### src/rtl/demux_sched_pkg.sv
// demux_sched_pkg: shared constants and types for the round-robin burst
// scheduler that drives a 1-to-4 demultiplexer select.
//   NCH     : number of output channels
//   CNT_W   : width of the per-burst beat counter (covers BURST up to 16)
//   state_t : scheduler FSM states
package demux_sched_pkg;

    localparam int NCH   = 4;
    localparam int CNT_W = 4;

    typedef enum logic {
        IDLE = 1'b0,
        XFER = 1'b1
    } state_t;

endpackage

### src/rtl/rr_pick.sv
// rr_pick: combinational rotate-priority finder.
// Searches req[] starting just after ptr (ptr+1, ptr+2, ptr+3, ptr, mod 4)
// and returns the first requesting index.
// Ports:
//   req[3:0]     in  : request vector
//   ptr[1:0]     in  : last granted index (lowest priority on this pick)
//   gnt_idx[1:0] out : chosen index (equals ptr when nothing requests)
//   gnt_any      out : at least one request present
module rr_pick (
    input  logic [3:0] req,
    input  logic [1:0] ptr,
    output logic [1:0] gnt_idx,
    output logic       gnt_any
);

    logic [1:0] idx;

    always_comb begin
        gnt_idx = ptr;
        gnt_any = 1'b0;
        idx     = ptr;
        // i == 4 wraps to ptr itself, so the last granted channel is
        // considered only after every other channel.
        for (int i = 1; i <= 4; i++) begin
            idx = ptr + 2'(i);
            if (!gnt_any && req[idx]) begin
                gnt_idx = idx;
                gnt_any = 1'b1;
            end
        end
    end

endmodule

### src/rtl/demux_rr_scheduler.sv
// demux_rr_scheduler: round-robin burst scheduler driving a 1-to-4 demux.
// One valid/ready source stream is granted to one enabled channel at a time
// for BURST beats, then the grant rotates. Data is broadcast; only the
// valid strobes are demultiplexed.
// Ports:
//   clk, rst_n     : clock (rising edge), asynchronous active-low reset
//   chan_en[3:0]   : per-channel enable, sampled every cycle
//   in_valid       : source has a beat
//   in_data[DW]    : source beat
//   in_ready       : source beat accepted when in_valid && in_ready
//   out_valid[3:0] : one-hot valid to channels 0..3
//   out_data[DW]   : broadcast copy of in_data
//   out_ready[3:0] : per-channel ready
//   select[1:0]    : granted channel (registered, stable through a burst)
//   busy           : high while in XFER (exposes the FSM state)
//
// Handshake: a beat moves on a rising edge where in_valid && in_ready.
// in_ready never depends on in_valid; in_valid, once raised, is expected to
// hold with stable data until the beat is taken.
module demux_rr_scheduler
    import demux_sched_pkg::*;
#(
    parameter int DW    = 8,
    parameter int BURST = 4
) (
    input  logic           clk,
    input  logic           rst_n,
    input  logic [NCH-1:0] chan_en,
    input  logic           in_valid,
    input  logic [DW-1:0]  in_data,
    output logic           in_ready,
    output logic [NCH-1:0] out_valid,
    output logic [DW-1:0]  out_data,
    input  logic [NCH-1:0] out_ready,
    output logic [1:0]     select,
    output logic           busy
);

    state_t           state, state_nxt;
    logic [1:0]       ptr, ptr_nxt, select_nxt;
    logic [CNT_W-1:0] cnt, cnt_nxt;
    logic [1:0]       pick_idx;
    logic             pick_any;

    rr_pick u_pick (
        .req     (chan_en),
        .ptr     (ptr),
        .gnt_idx (pick_idx),
        .gnt_any (pick_any)
    );

    always_ff @(posedge clk or negedge rst_n) begin
        if (!rst_n) begin
            state  <= IDLE;
            ptr    <= 2'd3;    // first arbitration searches from channel 0
            select <= 2'd0;
            cnt    <= '0;
        end else begin
            state  <= state_nxt;
            ptr    <= ptr_nxt;
            select <= select_nxt;
            cnt    <= cnt_nxt;
        end
    end

    always_comb begin
        state_nxt  = state;
        ptr_nxt    = ptr;
        select_nxt = select;
        cnt_nxt    = cnt;
        out_valid  = '0;
        in_ready   = 1'b0;
        case (state)
            IDLE: begin
                if (in_valid && pick_any) begin
                    select_nxt = pick_idx;
                    cnt_nxt    = '0;
                    state_nxt  = XFER;
                end
            end
            XFER: begin
                if (!chan_en[select]) begin
                    // Granted channel disabled: abandon the burst with no
                    // beat this cycle, even if it would have been the last.
                    ptr_nxt   = select;
                    state_nxt = IDLE;
                end else begin
                    out_valid[select] = in_valid;
                    in_ready          = out_ready[select];
                    if (in_valid && out_ready[select]) begin
                        cnt_nxt = cnt + 1'b1;
                        if (cnt == CNT_W'(BURST - 1)) begin
                            ptr_nxt   = select;
                            state_nxt = IDLE;
                        end
                    end
                end
            end
            default: state_nxt = IDLE;
        endcase
    end

    assign busy     = (state == XFER);
    assign out_data = in_data;

endmodule
### config.mk
export PLATFORM = sky130hd
export DESIGN_NAME = demux_rr_scheduler
export DESIGN_NICKNAME = d
export VERILOG_FILES = /design/src/rtl/demux_sched_pkg.sv /design/src/rtl/rr_pick.sv /design/src/rtl/demux_rr_scheduler.sv
export SDC_FILE = /design/constraint.sdc
export NUM_CORES = 1
export LEC_CHECK = 0
export CAP_MARGIN = 20
export CORE_MARGIN = 2
export CORE_UTILIZATION = 39
export CTS_CLUSTER_DIAMETER = 50
export DETAILED_ROUTE_END_ITERATION = 10
export GPL_TIMING_DRIVEN = 0
export PLACE_DENSITY_LB_ADDON = 0.05
export SLEW_MARGIN = 20
export SYNTH_ARGS = -nofsm -noshare
export SYNTH_HDL_FRONTEND = slang
export SYNTH_SLANG_ARGS = --single-unit
export TNS_END_PERCENT = 5
### constraint.sdc
create_clock -name clk -period 2.2 [get_ports clk]
set_input_delay 0.33 -clock clk [delete_from_list [all_inputs] [get_ports clk]]
set_output_delay 0.33 -clock clk [all_outputs]
set_load 0.02 [all_outputs]
==> impl_summary.txt, run 1 <==
----------------------------------------------------
[Power]
  Static leakage ... between 0.4 and 0.5 nW
  Peak supply drop ... 0.647 mV
  Cell area power density ... 1060 nW/um^2

[STA]
  Minimum clock period ... about 2200 ps
  Setup skew after layout ... 0.879 ps
  Number of max-slew violations in the final report ... 0
  Highest achievable clock rate ... 457 MHz
  Worst slew margin relative to its limit ... 0.724
  Unrepaired setup endpoints after global routing ... true
  Slew of the pin with the lowest slew margin ... 414 ps
  Sum of negative setup slack ... 0 ps
  Final hold violation count ... 0
  Post-route fraction of the period consumed by the critical path ... 0.994
  Number of setup violations in the final report ... 0

[Placed design]
  Routability congestion estimate ... 0.705
  Detailed Place HPWL ... 1270 um
  Number of port buffers ... 26

[Synthesis]
  Post-synthesis cell count ... 73
  Post-synthesis compound-gate area fraction ... 0.124
  XOR/XNOR Fraction of Synth Area ... 0
  Area share of the leading cell type in the synthesized netlist ... 0.248
  Syn. warnings ... 0
  Area share of fa/ha/maj cells after synthesis ... 0.0177
  Largest family of logic cells by synthesized area ... simple AND/OR/NAND/NOR gates
  Synthesized flop and latch total ... 9
  Cell type with the largest total area after synthesis ... dfrtp_1
  Portion of netlist area occupied by mux cells ... 0.140
  Synth Area per Inst ... 9.67 sq um
  Count of unique library cells instantiated by Yosys ... 33
  Post-Synthesis Net Count ... 93
  Fraction of the yosys area taken by sequential cells ... 0.323
  Leading cell types by total area after synthesis ... dfrtp_1 (25%), buf_4 (8.5%), dfstp_2 (7.4%)
  Syn Std Cell Area ... 706 sq um
  Simple-gate share of the synthesized area ... 0.262

[Routing]
  Antenna Violating Nets Remaining ... 0
  Routed via count ... 652
  Via-per-instance ratio ... about 5
  Length of the first detailed-routing pass in iterations ... 4
  Wirelength, routed ... 1630 um
  Detailed-route wire length per cell ... between 10 and 15 um
  Initial DRC Count ... 10
  Remaining routing DRC violations ... 0

[Die]
  Height of the die ... 46.5 um
  CORE AREA ... 1710 sq um
  Die ar. ... about 2200 sq um
  Total number of placement rows ... 15
  Effective utilization at floorplan ... 0.413
  X dimension of the die ... around 47 um
  Top-level port count ... 35

[Critical path]
  Class of the most critical setup path ... reg2out
  Startpoint type of the worst setup path ... flop
  Dominant delay contributor by cell family on the critical path ... buffers and inverters
  Destination of the worst register-to-register timing path ... ptr[1]
  WP data required ... 1870 ps
  Cell-by-cell trace of the critical path ... buf_6 > mux4_2 > buf_4 > nand3_1 > nor3_1 > clkdlybuf4s15_1
  Peak fanout along the critical path ... 8
  Total buffers and inverters traversed by the critical path ... 3
  Slowest cell on the critical path ... mux4_2
  Source of the critical timing path ... select[1]
  Reg-to-reg slack, setup ... 350 ps
  Worst Setup End Kind ... primary output
  Crit-path max cell delay ... 510 ps
  Reg-to-reg startpoint ... select[1]
  WP data arrival ... 1860 ps
  Cells on worst reg2reg path ... 7

[CTS]
  Count of hold buffers inserted by post-cts repair ... 0
  Sink Count ... 9
  Clk pin slew, worst setup/hold paths ... 60 ps
  Latest clock arrival within the worst-skew pair ... 260 ps
  Clock Tree Buf Depth ... 2
  Depth of the CTS H-tree ... 1
  Total clock buffers created by CTS ... 3
  Clock root buffer master ... clkbuf_4
  TritonCTS clock tree ... built

[Layout]
  Area overhead of the layout relative to synthesis ... 45.4%
  Leading cell type in the layout, fill and taps excluded ... clkdlybuf4s50_1
  Diodes inserted ... 0
  NumNets Final ... 127
  Most frequent cells in the layout ... clkdlybuf4s50_1 (17), nand2_1 (13), buf_4 (11)
  Fraction of layout cells with a size suffix above 1 ... 0.311
  Final Util ... 0.601

[Global routing]
  Wire length of the first global-routing pass ... 2410 um
  Largest net degree at the start of global routing ... 11
  Global router's overall resource usage ... 0.156
  Vias in the first global route ... 572
  Remaining global-route overflow ... 0
  Initial antenna violation count ... 0

[Run status]
  Result of the run ... finished, final reports clean

[Job]
  Max-cap violations ... 0

[Min path]
  Class of the tightest hold or removal check ... in2async

----------------------------------------------------
[cells in the mapped netlist, drive strengths merged]
cell,count
o221ai,2
ha,1
o21ai,3
buf,10
mux2,3
mux4,2
clkbuf,1
inv,2
nand3,5
nand2,14
a22oi,1
nor3,1
nor3b,1
nor2b,1
a21oi,1
a31o,1
mux2i,2
or4,2
o311ai,2
nand3b,1
and3,4
dfstp,2
nor2,2
o211ai,1
dfrtp,7
nor4b,1
[how the worst max path moves through the flow]
stage / slack [ps] / to / cells past startpoint
6_report: 10 / out_valid[0] / 6
5_1_grt: -70 / out_valid[0] / 6
4_1_cts: -20 / out_valid[1] / 6
3_5_place_dp: -510 / out_valid[3] / 5
3_3_place_gp: -510 / out_valid[3] / 5
2_1_floorplan: 210 / out_valid[1] / 4
[power by group]
| group | switching [mW] | internal, mW | total (mW) |
|---|---|---|---|
| Clock | 0.0570 | 0.0669 | 0.124 |
| Combinational | 0.314 | 0.324 | 0.638 |
| Sequential | 0.0785 | 0.251 | 0.330 |
| Total | 0.449 | 0.642 | 1.09 |
[sequential cells by signal, indices dropped and copies added (netlist names)]
register  count
cnt           4
busy          1
select        2
ptr           2
[timing repair]
item                       in CTS  in global routing
pin swaps                       0                  0
buffers inserted                3                  0
setup endpoints to repair       5                  5
resized for setup              16                  5
[through the flow]
stage                     worst slack [ps]  instance area, sq um  cells  hold WS [ps]  power, mW
after floorplan                        206                   706     73          34.4      0.733
after global placement                -509                   997    124           525      0.928
after detailed placement              -514                   997    124           531      0.944
after CTS                            -23.3                  1040    131           353       1.11
after global routing                 -69.4                  1030    131           369       1.17
final                                 13.2                  1030    131           347       1.09
[area by class of cell]
cell class                 count  area (sq um)
inverter                       2          7.51
multi-input combinational     51           384
buffer                        11          86.3
fill                         161           682
clock inverter                 1          5.00
clock buffer                   3          22.5
sequential                     9           228
tap                           25          31.3
timing repair buffer          29           262
[logic make-up after synthesis]
kind of cell	Yosys count
and+or+nand+nor	32
buffers and inverters	13
AOI/OAI and AO/OA	11
DFF	9
muxes	7
adders and majority gates	1
[metal layers]
metal | wire (um) | global-route usage
met1 | 725 | 0.212
met2 | 746 | 0.244
met3 | 136 | 0.0235
met4 | 19 | 0.0686
met5 | 0 | 0
(Power assumes the default switching activity.)
==> inputs of run 2 (changes only) <==
--- a/config.mk
+++ b/config.mk
@@ -7,7 +7,8 @@
 export LEC_CHECK = 0
 export CAP_MARGIN = 20
 export CORE_MARGIN = 2
-export CORE_UTILIZATION = 39
+export CORE_UTILIZATION = 41
+export CTS_BUF_LIST = sky130_fd_sc_hd__clkbuf_4
 export CTS_CLUSTER_DIAMETER = 50
 export DETAILED_ROUTE_END_ITERATION = 10
 export GPL_TIMING_DRIVEN = 0
==> impl_summary.txt, run 2 (synthesis gave the netlist of run 1 again) <==
----------------------------------------------------
[Die]
  X dimension of the die ... 45.5 um (was 46.5 um)
  Effective utilization at floorplan ... 0.453 (was 0.413)
  Die ar. ... 2070 sq um (was 2170 sq um)
  CORE AREA ... 1560 sq um (was 1710 sq um)
  Height of the die ... 45.5 um (was 46.5 um)
  Top-level port count ... 35 (unchanged)
  Total number of placement rows ... 14 (was 15)

[Power]
  Net switching power ... 0.435 mW (was 0.449 mW)
  Internal power component ... 0.646 mW (was 0.642 mW)
  Fraction of power consumed by combinational cells ... 0.569 (was 0.584)
  Part of the power in registers ... 0.303 (was 0.302)
  Cell area power density ... 1080 nW/um^2 (was 1060 nW/um^2)
  Clock power frac ... 0.127 (was 0.114)
  Fraction of power spent switching nets ... 0.402 (was 0.412)
  Static leakage ... 0.456 nW (was 0.459 nW)
  Peak supply drop ... 0.580 mV (was 0.647 mV)

[Global routing]
  Initial antenna violation count ... 0 (unchanged)
  Wire length of the first global-routing pass ... 2500 um (was 2410 um)
  Remaining global-route overflow ... 0 (unchanged)
  Vias in the first global route ... 587 (was 572)
  Largest net degree at the start of global routing ... 11 (unchanged)
  Global router's overall resource usage ... 0.172 (was 0.156)

[Critical path]
  Reg-to-reg slack, setup ... 330 ps (was 350 ps)
  Cells on worst reg2reg path ... 7 (unchanged)
  WP data arrival ... 1840 ps (was 1860 ps)
  Worst Setup End Kind ... primary output (unchanged)
  Destination of the worst register-to-register timing path ... cnt[3] (was ptr[1])
  Startpoint type of the worst setup path ... flop (unchanged)
  Class of the most critical setup path ... reg2out (unchanged)
  WP data required ... 1870 ps (about the same)
  Reg-to-reg startpoint ... select[1] (unchanged)
  Peak fanout along the critical path ... 8 (unchanged)

[Layout]
  Most frequent cells in the layout ... clkdlybuf4s50_1 (17), nand2_1 (13), buf_4 (10) (was clkdlybuf4s50_1 (17), nand2_1 (13), buf_4 (11))
  Final Util ... 0.644 (was 0.601)
  Fraction of layout cells with a size suffix above 1 ... 0.314 (was 0.311)
  Registers with the highest flip-flop counts ... cnt x4, ptr x2, select x2 (unchanged)
  NumNets Final ... 126 (was 127)
  Area overhead of the layout relative to synthesis ... 42.4% (was 45.4%)
  Leading cell type in the layout, fill and taps excluded ... clkdlybuf4s50_1 (unchanged)
  Diodes inserted ... 0 (unchanged)
  Number of flip-flops in the largest register ... 4 (unchanged)
  Top reg by flops ... cnt (unchanged)

[Routing]
  Initial DRC Count ... 6 (was 10)
  Via-per-instance ratio ... 5.42 (was 4.98)
  Detailed-route wire length per cell ... 13.2 um (was 12.4 um)
  Length of the first detailed-routing pass in iterations ... 4 (unchanged)
  Routed via count ... 656 (was 652)
  Wirelength, routed ... 1600 um (was 1630 um)
  Antenna Violating Nets Remaining ... 0 (unchanged)
  Remaining routing DRC violations ... 0 (unchanged)

[STA]
  Highest achievable clock rate ... 461 MHz (was 457 MHz)
  Sum of negative setup slack ... 0 ps (unchanged)
  Final hold violation count ... 0 (unchanged)
  Post-layout worst setup margin ... 29.3 ps (was 13.2 ps)
  Number of max-slew violations in the final report ... 0 (unchanged)
  Post-route fraction of the period consumed by the critical path ... 0.987 (was 0.994)
  Setup skew after layout ... 3.25 ps (was 0.879 ps)
  Worst slew margin relative to its limit ... 0.732 (was 0.724)
  Minimum clock period ... 2170 ps (was 2190 ps)
  Unrepaired setup endpoints after global routing ... true (unchanged)
  Number of setup violations in the final report ... 0 (unchanged)
  Slew of the pin with the lowest slew margin ... 401 ps (was 414 ps)

[Min path]
  Class of the tightest hold or removal check ... in2async (unchanged)

[Placed design]
  Detailed Place HPWL ... 1200 um (was 1270 um)
  Setup slack at placement ... -509 ps (was -514 ps)
  Routability congestion estimate ... 0.783 (was 0.705)
  Number of port buffers ... 26 (unchanged)

[CTS]
  Latest clock arrival within the worst-skew pair ... 260 ps (about the same)
  Depth of the CTS H-tree ... 1 (unchanged)
  Total clock buffers created by CTS ... 3 (unchanged)
  Count of hold buffers inserted by post-cts repair ... 0 (unchanged)
  Clock root buffer master ... clkbuf_4 (unchanged)
  TritonCTS clock tree ... built (unchanged)
  Clk pin slew, worst setup/hold paths ... 60 ps (about the same)
  Sink Count ... 9 (unchanged)
  Clock Tree Buf Depth ... 2 (unchanged)

[Run status]
  Result of the run ... finished, final reports clean (unchanged)

[Job]
  Max-cap violations ... 0 (unchanged)

----------------------------------------------------
run 2: cell types whose count changed in the layout (fill, tap and decap cells not counted), sizes merged:
| cell | previous run | this run |
|---|---|---|
| clkbuf | 6 | 7 |
| clkdlybuf4s15 | 1 | 0 |
| clkinv | 1 | 0 |
run 2: how the worst max path moves through the flow:
stage,slack (ps),to,cells after the start,from
2_1_floorplan,210,out_valid[1],4,select[1]
3_3_place_gp,-500,out_valid[3],5,chan_en[3]
3_5_place_dp,-510,out_valid[3],5,chan_en[3]
4_1_cts,-1,in_ready,5,select[1]
5_1_grt,-50,out_valid[3],5,select[1]
6_report,30,out_valid[3],5,select[1]
run 2: power groups by stage:
stage / Sequential [mW] / Clock, mW / Combinational [mW]
floorplan: 0.351 / 0 / 0.382
global placement: 0.325 / 0 / 0.596
detailed placement: 0.327 / 0 / 0.602
CTS: 0.325 / 0.146 / 0.623
global route: 0.337 / 0.153 / 0.664
finish: 0.328 / 0.137 / 0.615
run 2: timing repair:
item | CTS | global route
endpoints found under the setup margin | 5 | 4
resized for setup | 19 | 5
setup buffers | 2 | 0
run 2: per-stage QoR:
| step | power, mW | instances | hold WS (ps) | instance area [sq um] |
|---|---|---|---|---|
| 6_report | 1.08 | 121 | 364 | 1000 |
| 3_5_place_dp | 0.929 | 115 | 544 | 986 |
| 2_1_floorplan | 0.733 | 73 | 34.4 | 706 |
| 3_3_place_gp | 0.921 | 115 | 520 | 986 |
| 5_1_grt | 1.15 | 121 | 399 | 1000 |
| 4_1_cts | 1.09 | 121 | 364 | 1020 |
run 2: critical path, cell delays in order (launching register included):
cell and delay [ps]:
dfrtp_1 360, buf_6 130, mux4_2 520, and3_4 210, and3_2 200, buf_2 150
run 2: layer usage:
metal	GRT usage	part of all wire
met1	0.218	0.45
met2	0.262	0.41
met3	0.0278	0.12
met4	0.124	0.0094
met5	0	0
run 2: final cells by class:
type / count / area, sq um
multi-input combinational: 51 / 384
clock buffer: 4 / 30.0
tap: 16 / 20.0
buffer: 11 / 86.3
timing repair buffer: 28 / 249
inverter: 2 / 7.51
fill: 130 / 554
sequential: 9 / 228
